[src/rtl/ecc_24_wr_enc.sv]
// ecc_24_wr_enc: write side of an ECC-protected storage queue.
// Each accepted 24-bit word is encoded into a 30-bit codeword,
// {parity[5:0], data[23:0]}, and presented to the storage write port
// one cycle later. The block also keeps the wrapped write pointer and
// derives occupancy and full from the read pointer it is given.
// Optional build macro: ECC_24_ERR_INJ_EN enables the single-bit and
// double-bit data corruption controls used to exercise the decoder.
module ecc_24_wr_enc #(
  parameter int ADDR_WIDTH = 4
) (
  input  logic                  clk,
  input  logic                  rst,
  input  logic                  in_valid,
  output logic                  in_ready,
  input  logic [23:0]           in_data,
  input  logic [ADDR_WIDTH:0]   rd_ptr,
  output logic [ADDR_WIDTH:0]   wr_ptr,
  output logic [ADDR_WIDTH:0]   count,
  output logic                  full,
  output logic                  mem_we,
  output logic [ADDR_WIDTH-1:0] mem_waddr,
  output logic [29:0]           mem_wdata,
  input  logic                  inj_sbit,
  input  logic                  inj_dbit
);

  localparam int PW = ADDR_WIDTH + 1;

  // Occupancy at which the storage is exactly full (2^ADDR_WIDTH).
  localparam logic [PW-1:0] DEPTH = {1'b1, {ADDR_WIDTH{1'b0}}};

  // Data bits covered by each parity bit.
  localparam logic [23:0] P0_MASK = 24'hAAAD5B;
  localparam logic [23:0] P1_MASK = 24'h33366D;
  localparam logic [23:0] P2_MASK = 24'hC3C78E;
  localparam logic [23:0] P3_MASK = 24'hFC07F0;
  localparam logic [23:0] P4_MASK = 24'hFFF800;
  localparam logic [23:0] P5_MASK = 24'hA65CB7;

  logic        accept;
  logic [5:0]  parity;
  logic [23:0] store_data;

  // Occupancy is a plain modulo difference. Any value above DEPTH can only
  // come from an illegal rd_ptr, and it is treated as full so that nothing
  // gets overwritten.
  assign count    = wr_ptr - rd_ptr;
  assign full     = (count >= DEPTH);
  assign in_ready = !full;
  assign accept   = in_valid && in_ready;

  // Parity is always taken from the word as presented, never from the
  // corrupted copy, so that an injected error shows up as a real error.
  assign parity = {^(in_data & P5_MASK), ^(in_data & P4_MASK),
                   ^(in_data & P3_MASK), ^(in_data & P2_MASK),
                   ^(in_data & P1_MASK), ^(in_data & P0_MASK)};

`ifdef ECC_24_ERR_INJ_EN
  logic [23:0] inj_mask;

  // Pick the corruption pattern. A double-bit request overrides a single-bit one.
  always_comb begin
    // NOTE: assigning a default first means every path drives inj_mask, so no latch is inferred.
    inj_mask = 24'h000000;
    if (inj_dbit) begin
      inj_mask = 24'h000003;
    end else if (inj_sbit) begin
      inj_mask = 24'h000001;
    end
  end

  assign store_data = in_data ^ inj_mask;
`else
  // With injection disabled the request pins are kept only so the port list
  // does not change between builds. They drive nothing.
  logic unused_inj;
  assign unused_inj = inj_sbit | inj_dbit;
  assign store_data = in_data;
`endif

  // Register the write-port outputs and advance the write pointer on accept.
  // The reset is asynchronous, so a pending write is dropped the moment rst rises.
  always_ff @(posedge clk or posedge rst) begin
    if (rst) begin
      // NOTE: use non-blocking assignments for all state so that every flop samples the pre-edge values.
      wr_ptr    <= '0;
      mem_we    <= 1'b0;
      mem_waddr <= '0;
      mem_wdata <= '0;
    end else begin
      mem_we <= accept;
      if (accept) begin
        mem_wdata <= {parity, store_data};
        mem_waddr <= wr_ptr[ADDR_WIDTH-1:0];
        wr_ptr    <= wr_ptr + PW'(1);
      end
    end
  end

endmodule

[config.mk]
export PLATFORM = sky130hd
export DESIGN_NAME = ecc_24_wr_enc
export DESIGN_NICKNAME = d
export VERILOG_FILES = /design/src/rtl/ecc_24_wr_enc.sv
export SDC_FILE = /design/constraint.sdc
export NUM_CORES = 1
export LEC_CHECK = 0
export CORE_MARGIN = 3
export CORE_UTILIZATION = 45
export DETAILED_ROUTE_END_ITERATION = 6
export PLACE_DENSITY = 0.8
export SYNTH_ARGS = -nofsm -noshare
export SYNTH_HDL_FRONTEND = slang
export SYNTH_SLANG_ARGS = --single-unit
[constraint.sdc]
create_clock -name clk -period 3.3 [get_ports clk]
set_clock_uncertainty 0.15 [all_clocks]
set_input_delay 0.66 -clock clk [delete_from_list [all_inputs] [get_ports clk]]
set_output_delay 0.66 -clock clk [all_outputs]
set_load 0.01 [all_outputs]
==> run_results.csv <==
group,metric,value,unit
status,status,"completed",
power,ir_worst_vdd,0.492,mV
clock_tree,cts_tree,"done",
clock_tree,clk_pin_slew_worst_paths,0.07,ns
timing,setup_viol,0,
synth,yosysTopAreaCell,"dfrtp_1",
die,die_w,77.8,um
worst_setup_path,max_stage_delay,0.46,ns
timing,fin_crit_sh,95.4,%
synth,ys_types,20,
worst_setup_path,cp.depth,8,
layout,layout_common_cells,"72 x clkdlybuf4s50_1, 44 x xnor2_1, 40 x dfrtp_1",
detailed_routing,drtPass1Iterations,2,
detailed_routing,avgRoutedWirePerCell,14.1,um
power,sequentialPowerShare,27.7,%
detailed_routing,drt_iter0_drc,31,
power,p_per_area,1010,nW/um2
global_route,track_usage,16.2,%
worst_setup_path,cp_cell_sequence,"clkdlybuf4s50_1 > inv_1 > buf_4 > ha_1 > a21o_1 > a21oi_1 > xnor2_1 > dlygate4sd2_1",
layout,layout-drive-gt1-share,24.2,%
die,core.rowCount,25,
timing,tightest_slew,0.488,ns
layout,mostFrequentLayoutCell,"clkdlybuf4s50_1",
layout,fin_cells,319,
synth,avgSynthCellArea,14.2,um2
layout,antenna_cells,0,
worst_setup_path,cp.required,2.49,ns
timing,slew_viol_final,0,
global_route,grt_antenna_before_repair,0,
power,switching_share,33.8,%
worst_setup_path,worstPathArrival,2.34,ns
power,p_leak,1.46,nW
run,drv_cap,0,
worst_setup_path,crit_buf_inv,4,
detailed_routing,drt_wl_total,4510,um
layout,nets,292,
power,p_int,2.19,mW
clock_tree,clk-insertion-delay-late,0.28,ns
layout,fin_area,3260,um2
global_route,grt_pass1_vias,1589,
global_route,grt_pass1_wl,7960,um
clock_tree,htree_levels,2,
die,ios,81,
timing,layout_setup_ws,0.152,ns
die,die_area,6060,um2
synth,syn-cell-area,2320,um2
place,placed_cells,310,
power,p_sw,1.12,mW
die,start_util,47.9,%
detailed_routing,drt-vias-per-instance,4.61,
synth,synth_top_area_share,43.1,%
clock_tree,clock_path_buffers,2,
synth,ys_seq_elements,40,
timing,relSlewSlack,67.5,%
detailed_routing,drcViolationCount,0,
synth,yosys_warnings,0,
detailed_routing,antenna_left,0,
detailed_routing,vias,1469,
synth,netlist_top_cells_area,"dfrtp_1 43%, mux2_4 17%, xnor2_1 17%, xor2_1 3.8%, mux2_2 3.4%",
global_route,grt-ovfl-total,0,
place,place_ws,-0.387,ns
place,portBuffers,78,
clock_tree,cts.sinks,40,
power,clkPwrFrac,9.3,%
die,core_area,4850,um2
worst_hold_path,holdPathStages,1,
clock_tree,cts_inserted_buffers,5,
worst_setup_path,cpLargestDelayFamily,"buffers and inverters",
synth,ys_seq_area_share,43.1,%
layout,area_delta_synth_final,40.5,%
power,pwr-share-comb,63.0,%
worst_setup_path,critPathKind,"primary input to output pin",
timing,fmax,0.318,GHz
timing,finalHoldViolCount,0,
place,gp_congestion,0.754,
worst_setup_path,cp_max_fo,2,
synth,syn_inst,163,
synth,synthesis.nets,203,
place,dpl_cell_area,3160,um2
worst_setup_path,crit_path_top_delay_cell,"clkdlybuf4s50_1",
timing,min_period,3.15,ns
worst_hold_path,hold_path_class,"flop to flop",
worst_setup_path,cp-start-kind,"primary input",
global_route,grt_max_degree,41,
clock_tree,root_buffer,"clkbuf_8",
worst_setup_path,worstRegToRegCells,10,
worst_setup_path,critPathCaptureType,"output pin",
timing,rsz0062_at_grt,"false",
place,dpl.hpwl,3510,um
layout,utilization,67.3,%
die,die_y,77.8,um
area by class of cell:
class / count / area (um2)
well taps: 67 / 83.8
repair buffers: 86 / 838
clock inverters: 2 / 12.5
multi-input cells: 109 / 1220
fillers: 374 / 1590
inverters: 10 / 37.5
flip-flops and latches: 40 / 1000
clock buffers: 5 / 68.8
power groups by stage:
stage	Combinational (mW)	Clock [mW]	Sequential (mW)
global route	2.22	0.336	0.959
detailed placement	2.11	0	0.919
floorplan	1.19	0	1.03
finish	2.09	0.308	0.916
CTS	2.07	0.317	0.921
global placement	2.07	0	0.918
registers in the layout, summed over array words and instances, names as in the netlist:
| signal | flops |
|---|---|
| mem_waddr | 4 |
| mem_wdata | 30 |
| mem_we | 1 |
| wr_ptr | 5 |
Yosys cell counts:
cell type,count
mux2_4,27
buf_12,3
and3_1,2
mux2_2,7
xnor3_1,1
mux2i_1,1
inv_1,10
dfrtp_1,40
xnor2_1,44
fa_1,1
nand3_1,3
a21oi_1,1
xnor2_2,2
a21o_1,2
a21oi_4,1
ha_1,5
xnor2_4,1
xor2_1,10
buf_4,1
nand2_8,1
cell families (layout without fill, tap and decap cells):
kind of cell             after synthesis  in the layout  synth area share [%]
flip-flops                            40             40                  43.1
AND/OR/NAND/NOR                        6              6                  2.05
XOR/XNOR                              58             58                  23.9
adder cells (fa/ha/maj)                6              6                  3.56
multiplexers                          35             35                  21.3
buffers and inverters                 14            103                  4.53
AO/OA/AOI/OAI                          4              4                  1.56
final timing paths:
path / from / slack (ns) / endpoint
setup / recovery: rd_ptr[1] / 0.15 / count[3]
hold / removal: mem_waddr[3]$_DFFE_PP0P_ / 0.36 / mem_waddr[3]$_DFFE_PP0P_
setup reg to reg: wr_ptr[0]$_DFFE_PP0P_ / 0.60 / mem_wdata[3]$_DFFE_PP0P_
hold reg to reg: mem_waddr[3]$_DFFE_PP0P_ / 0.36 / mem_waddr[3]$_DFFE_PP0P_
max in group asynchronous: rst / 2.02 / mem_wdata[21]$_DFFE_PP0P_
min in group asynchronous: rst / 0.64 / mem_we$_DFF_PP0_
metrics by stage:
stage / TNS [ns] / total power, mW / hold slack, ns
floorplan: 0 / 2.22 / 0.391
global placement: -2.28 / 2.99 / 0.337
detailed placement: -3.85 / 3.03 / 0.343
CTS: -0.173 / 3.31 / 0.363
global route: 0 / 3.52 / 0.382
finish: 0 / 3.31 / 0.360
timing repair:
item                       in CTS  in global routing
pin swaps                       1                  5
cloned                          0                  0
setup buffers                   1                  1
setup endpoints to repair       5                  3
hold buffers                    0                  0
gates resized for setup         6                 14
routing by layer:
metal | global-route usage, % | up-vias | part of all wire [%]
met2 | 25.1 | 42 | 47
met3 | 4.64 | 5 | 5.7
met4 | 3.74 | 0 | 0.75
met1 | 22.5 | 711 | 47
li1 | - | 711 | -
met5 | 0 | - | 0
No activity file was read; power rests on OpenSTA's default activity.
